File: config.mk
export PLATFORM = sky130hd
export DESIGN_NAME = tau_bin_accum
export DESIGN_NICKNAME = d
export VERILOG_FILES = /design/src/rtl/tau_pkg.sv /design/src/rtl/tau_acc_lane.sv /design/src/rtl/tau_bin_accum.sv
export SDC_FILE = /design/constraint.sdc
export NUM_CORES = 1
export LEC_CHECK = 0
export ABC_CLOCK_PERIOD_IN_PS = 3500
export CAP_MARGIN = 20
export CORE_AREA = 4 4 91 93
export CTS_BUF_LIST = sky130_fd_sc_hd__clkbuf_16
export CTS_CLUSTER_SIZE = 16
export DETAILED_ROUTE_END_ITERATION = 10
export DIE_AREA = 0 0 95 97
export HOLD_SLACK_MARGIN = 0.15
export PLACE_DENSITY = 0.68
export SLEW_MARGIN = 10
export SYNTH_ARGS = -nofsm -noshare
export SYNTH_HDL_FRONTEND = slang
export SYNTH_SLANG_ARGS = --single-unit
File: constraint.sdc
create_clock -name clk -period 3.5 [get_ports clk]
set_input_delay 0.7 -clock clk [delete_from_list [all_inputs] [get_ports clk]]
set_output_delay 0.7 -clock clk [all_outputs]
set_load 0.05 [all_outputs]
File: src/rtl/tau_pkg.sv
// tau_pkg: shared width derivations and constants for the multi-tau correlator stages.
package tau_pkg;
  function automatic int clog2(input int v);
    int r = 0;
    while ((1 << r) < v) r++;
    return r;
  endfunction
  function automatic int tau_bw(input int maxbin);
    return clog2(maxbin) + 1;
  endfunction
  function automatic int tau_ow(input int dw, input int maxbin);
    return dw + clog2(maxbin);
  endfunction
  function automatic longint TAU_SAT_MAX(input int dw);
    return (longint'(1) << dw) - 1;
  endfunction
endpackage

File: src/rtl/tau_acc_lane.sv
// tau_acc_lane: one channel accumulator with optional saturation back to input width.
module tau_acc_lane import tau_pkg::*; #(
  parameter int DW = 8,
  parameter int OW = 12
) (
  input  logic          clk,
  input  logic          rst_n,
  input  logic          clr,
  input  logic          add,
  input  logic          done,
  input  logic          sat_mode,
  input  logic [DW-1:0] din,
  output logic [OW-1:0] dout,
  output logic          clip
);
  localparam logic [OW-1:0] SMAX = OW'(TAU_SAT_MAX(DW));
  logic [OW-1:0] acc, sum;
  logic over;
  assign sum = acc + OW'(din);
  assign over = sum > SMAX;
  // done is pre-gated by the top with sin and !clr, so a completing sample restarts the bin
  always_ff @(posedge clk or negedge rst_n)
    if (!rst_n) begin
      acc  <= '0;
      dout <= '0;
      clip <= 1'b0;
    end else begin
      acc  <= (clr || done) ? '0 : add ? sum : acc;
      dout <= !done ? '0 : (sat_mode && over) ? SMAX : sum;
      clip <= done && sat_mode && over;
    end
endmodule

File: src/rtl/tau_bin_accum.sv
// tau_bin_accum: sums bin_m strobed samples per channel and emits one result per bin.
module tau_bin_accum import tau_pkg::*; #(
  parameter int DW = 8,
  parameter int CH = 2,
  parameter int MAXBIN = 16,
  localparam int BW = tau_bw(MAXBIN),
  localparam int OW = tau_ow(DW, MAXBIN)
) (
  input  logic             clk,
  input  logic             rst_n,
  input  logic             clr,
  input  logic [BW-1:0]    bin_m,
  input  logic             sat_mode,
  input  logic [CH*DW-1:0] din,
  input  logic             sin,
  output logic [CH*OW-1:0] dout,
  output logic             sout,
  output logic             sat
);
  logic [BW-1:0] cnt, fac, fac_in, fac_eff;
  logic [CH-1:0] clip;
  logic add, done;
  assign fac_in = (bin_m == '0) ? BW'(1) : (bin_m > BW'(MAXBIN)) ? BW'(MAXBIN) : bin_m;
  // the first sample of a bin uses the fresh factor; later samples use the latched one
  assign fac_eff = (cnt == '0) ? fac_in : fac;
  assign add = sin && !clr;
  assign done = add && (cnt + BW'(1) == fac_eff);
  assign sat = |clip;
  always_ff @(posedge clk or negedge rst_n)
    if (!rst_n) begin
      cnt  <= '0;
      fac  <= BW'(1);
      sout <= 1'b0;
    end else begin
      cnt  <= (clr || done) ? '0 : add ? cnt + BW'(1) : cnt;
      fac  <= (add && cnt == '0) ? fac_in : fac;
      sout <= done;
    end
  for (genvar c = 0; c < CH; c++) begin : g_lane
    tau_acc_lane #(.DW(DW), .OW(OW)) u_lane (
      .clk      (clk),
      .rst_n    (rst_n),
      .clr      (clr),
      .add      (add),
      .done     (done),
      .sat_mode (sat_mode),
      .din      (din[c*DW +: DW]),
      .dout     (dout[c*OW +: OW]),
      .clip     (clip[c])
    );
  end
endmodule

== Yosys cells after proc, flatten, opt, wreduce, memory -nomap -nowiden ==
Cells that the tools add are included.

* Register bits: 61
* Latch bits: 0
* Memory bits (writable): 0
* ROM bits: 0
* Output and inout bits: 26
* Logic and storage cells: 43
* Memories: 0

* Add/sub/neg operators: 3
* Multipliers: 0
* Div/mod/pow operators: 0
* $lt $le $gt $ge: 3
* Equal/unequal tests: 1
* Shift-type cells: 0
* Muxes and demuxes: 13
* Bitwise logic cells: 0
* Reduce and logical (&&, ||, !) cells: 14

{| class="wikitable"
|+ Operators by type and width
! kind !! count
|-
| $mux 12 || 8
|-
| $mux 5 || 5
|-
| $add 12x8->12 || 2
|-
| $gt 12x8->1 const B || 2
|-
| $logic_not 5->1 || 2
|-
| $logic_and 1x1->1 || 8
|-
| $add 5x1->5 const B || 1
|-
| $eq 5x5->1 || 1
|-
| $gt 5x5->1 const B || 1
|-
| $reduce_bool 2->1 || 1
|-
| $reduce_or 2->1 || 1
|-
| $logic_not 1->1 || 1
|-
| $logic_or 1x1->1 || 1
|}

== Longest topological paths before layout ==
* Depth after elaboration: 8
* Depth in mapped cells: 10

== Hierarchy ==
A second synthesis with hierarchy kept.

* Cells, all modules: 366
* Area total of the unflattened synthesis: 3727.3 µm²

{| class="wikitable"
|+ By module, submodules not included
! module !! instances !! cells an instance !! area an instance (µm²)
|-
| tau_acc_lane (g_lane[0].u_lane) || 1 || 154 || 1487.7
|-
| tau_acc_lane (g_lane[1].u_lane) || 1 || 141 || 1471.4
|-
| tau_bin_accum || 1 || 71 || 768.2
|}

== Worst setup path after synthesis ==
Ideal clock, no wire load.

* Kind: input to register
* From: input port din[0]
* To: register g_lane[0].u_lane.dout[10]
* Arrival time: 2.586 ns
* Data required time: 3.412 ns
* Setup slack: 0.826 ns
* Cell stages on the path: 9
* Path buffers: 1
* Path through: ha_1 -> fa_1 -> a211oi_1 -> nor2_1 -> nor4_1 -> nor3_1 -> o221ai_1 -> buf_2 -> nor3b_1

* Word-level cells in the longest chain between the ends: 5

{| class="wikitable"
|+ RTL lines
! element !! line !! source
|-
| start: declaration || tau_bin_accum.sv:14 || <nowiki>input logic [CH*DW-1:0] din,</nowiki>
|-
| $add 12x8->12 (*) || tau_acc_lane.sv:19 || <nowiki>assign sum = acc + OW'(din);</nowiki>
|-
| $gt 12x8->1 || tau_acc_lane.sv:20 || <nowiki>assign over = sum > SMAX;</nowiki>
|-
| $logic_and 1x1->1 || tau_acc_lane.sv:29 || <nowiki>dout <= !done ? '0 : (sat_mode && over) ? SMAX : sum;</nowiki>
|-
| $mux 12 (*) (2 in a row) || tau_acc_lane.sv:29 ||
|-
| end signal: assignment || tau_acc_lane.sv:29 ||
|-
| end: declaration || tau_acc_lane.sv:13 || <nowiki>output logic [OW-1:0] dout,</nowiki>
|}

Mark *: on every way between the ends. The rest lies on a longest branch, timed or not.
A chain may end at the register's enable or synchronous reset.

== Worst setup path in the final report ==
* From: input port din[8]
* To: register g_lane[1].u_lane.dout[8]

* Word-level cells in the longest chain between the ends: 5

{| class="wikitable"
|+ RTL lines
! element !! line
|-
| $add 12x8->12 (*) || tau_acc_lane.sv:19
|-
| $gt 12x8->1 || tau_acc_lane.sv:20
|-
| $logic_and 1x1->1 || tau_acc_lane.sv:29
|-
| $mux 12 (*) (2 in a row) || tau_acc_lane.sv:29
|-
| end signal: assignment || tau_acc_lane.sv:29
|-
| end: declaration || tau_acc_lane.sv:13
|}

Marks and branches as above.

==> impl_metrics.env <==
export IMPL_stdcell_area_sq_um=4230
export IMPL_synth_edf_count=0
export IMPL_die_y_um=97
export IMPL_fill_cells=659
export IMPL_syn_area_sq_um=3320
export IMPL_ant_nets=0
export IMPL_cts_repair_resized=0
export IMPL_pre_cts_ws_ns=0.178
export IMPL_nNetsFinal=420
export IMPL_avgRoutedWirePerCell_um=14.7
export IMPL_clk_path_buf_depth=2
export IMPL_core_sq_um=7530
export IMPL_maxCapViolations=0
export IMPL_synth_top_cell_by_area="dfrtp_1"
export IMPL_grt_use_total_pct=16.8
export IMPL_overflow=0
export IMPL_cts_tree="done"
export IMPL_drc=0
export IMPL_period_minus_slack_ns=3.02
export IMPL_synthToLayoutAreaGrowth_pct=27.4
export IMPL_worst_slack_ns=0.482
export IMPL_antenna_cells=0
export IMPL_cts_sinks=61
export IMPL_final_util_pct=56.1
export IMPL_synth_fp_nets=365
export IMPL_power_density_nw_per_um2=652
export IMPL_io_buffers=51
export IMPL_ys_types=46
export IMPL_path_class="in -> reg"
export IMPL_multi_input_area_sq_um=1680
export IMPL_regArea_sq_um=1530
export IMPL_drive_above_1_share_pct=10.3
export IMPL_setup_viol=0
export IMPL_synthTopCellsByCount="60 x dfrtp_1, 28 x nand2_1, 25 x xor2_1, 24 x a21oi_1, 21 x nor2_1"
export IMPL_ctsHoldBuffers=0
export IMPL_leakage_nw=1.92
export IMPL_htree_num_levels=3
export IMPL_worst_ep_required_time_ns=3.73
export IMPL_crit_path_start_kind="input port"
export IMPL_synth_ff_latch_count=61
export IMPL_tightest_slew_ns=0.780
export IMPL_synthArstFlopShare_pct=100
export IMPL_critPathArrivalTime_ns=3.25
export IMPL_maxSlewHeadroom_pct=48.0
export IMPL_ir_drop_uv=264
export IMPL_die_area_sq_um=9220
export IMPL_finalCritPeriodShare_pct=86.2
export IMPL_ios=52
export IMPL_gp_congestion=0.812
export IMPL_grt_pass1_wl_mm=12.2
export IMPL_syn_inst=319
export IMPL_yosysTopAreaCellShare_pct=45.3
export IMPL_post_cts_setup_buffers=0
export IMPL_clock_skew_ns=0.00460
export IMPL_cts_buffers=9
export IMPL_fmax_mhz=331
export IMPL_clk_pin_slew_ns=0.05
export IMPL_synth_area_leaders="dfrtp_1 45%, ha_1 6.8%, xor2_1 6.6%"
export IMPL_insertion_delay_ns=0.32
export IMPL_r2r_worst_path_cells=8
export IMPL_end_kind="flip-flop"
export IMPL_die_w_um=95
export IMPL_dr_first_iter_drc_count=129
export IMPL_outcome="finished clean"
export IMPL_min_path_type="in -> async"
export IMPL_root_buffer="clkbuf_16"
export IMPL_dpl_cell_area_sq_um=3920
export IMPL_initial_utilization_pct=44.1
export IMPL_drtPass1Iterations=6
export IMPL_synth_ff_type="dfrtp_1"
export IMPL_grt_max_degree=36
export IMPL_seq_area_frac_synth_pct=46.1
export IMPL_hold_viol=0
export IMPL_drt_total_wl_mm=7.08
export IMPL_tns_ns=0
export IMPL_drv_slew=0
export IMPL_vias_per_cell=5.23
export IMPL_dp_hpwl_mm=4.93
export IMPL_path_max_fanout=11
export IMPL_grt_pass1_vias=2566
export IMPL_num_rows=32
export IMPL_syn_area_per_cell_sq_um=10.4
export IMPL_dr_total_vias=2516
export IMPL_synth_most_common_cell="dfrtp_1"
export IMPL_rsz0062_at_grt="false"
export IMPL_ys_warn_count=0
export IMPL_grt_antenna_before_repair=0
power breakdown:
part	leakage [nW]	switching (W)	internal [W]
clock	0.159	0.000308	0.000613
combinational	0.929	0.000551	0.000400
sequential	0.831	0.0000708	0.000814
metal layers:
layer / GRT usage (%) / part of all wire [%]
met5: 0 / 0
met4: 6.33 / 1.6
met3: 3.97 / 3.2
met2: 27.5 / 51
met1: 21.2 / 45
worst paths after layout:
check                                      endpoint  slack (ns)                     from
max                        g_lane[1].u_lane.dout[8]        0.48                   din[8]
min                        g_lane[0].u_lane.dout[3]        0.46                    rst_n
max reg2reg                 g_lane[0].u_lane.acc[4]        0.64                   cnt[0]
min reg2reg                 g_lane[1].u_lane.acc[7]        0.48  g_lane[1].u_lane.acc[7]
max in group asynchronous  g_lane[1].u_lane.dout[3]        2.21                    rst_n
min in group clk            g_lane[1].u_lane.acc[7]        0.48  g_lane[1].u_lane.acc[7]
cell type report:
| class | count | share of cell area, % |
|---|---|---|
| multi-input combinational | 235 | 39.7 |
| sequential | 61 | 36.2 |
| timing repair buffer | 56 | 12.9 |
| clock buffer | 9 | 5.33 |
| tap | 102 | 3.02 |
| clock inverter | 7 | 1.98 |
| inverter | 11 | 0.977 |
through the flow:
stage	std cells	hold WS, ns	power (W)
final	481	0.456	0.00276
after floorplan	319	0.404	0.00162
after global placement	465	0.468	0.00181
after global routing	481	0.507	0.00293
after detailed placement	465	0.472	0.00185
after CTS	481	0.484	0.00278
worst max-delay path: stages:
cell and delay (ns):
clkdlybuf4s50_1 0.47, ha_1 0.19, fa_1 0.23, a211oi_1 0.08, nor2_1 0.21, nor4_1 0.08
nor3_1 0.52, nand2_1 0.12, o221ai_1 0.20, buf_4 0.23, nor3b_1 0.20
flip-flops by register name (all words and copies together), names as in the netlist:
signal	count
sout	1
cnt	5
g_lane.u_lane.dout	24
g_lane.u_lane.acc	24
fac	5
g_lane.u_lane.clip	2
cell usage in the layout (no fill, tap or decap), types with 5 or more instances in the layout:
master and count:
clkdlybuf4s50_1 50, xor2_1 25, inv_1 14, xnor2_1 10, nor3b_1 6, nor2_1 21
o21ai_0 14, nor2b_1 7, mux2i_1 7, nand2_1 28, ha_1 18, nor3_1 7
a21oi_1 24, clkbuf_16 9, dfrtp_1 60, buf_4 5, o21ai_1 6, nand3_1 7
cells by family after synthesis:
| logic type | Yosys count | synth area share, % |
|---|---|---|
| AO/OA/AOI/OAI | 71 | 13.6 |
| AND/OR/NAND/NOR | 96 | 15.3 |
| XOR/XNOR | 37 | 10.2 |
| flip-flops | 61 | 46.1 |
| adder cells (fa/ha/maj) | 20 | 8.00 |
| buffers and inverters | 23 | 3.39 |
| multiplexers | 11 | 3.47 |
Note: power is estimated with default switching activity, not from simulation.
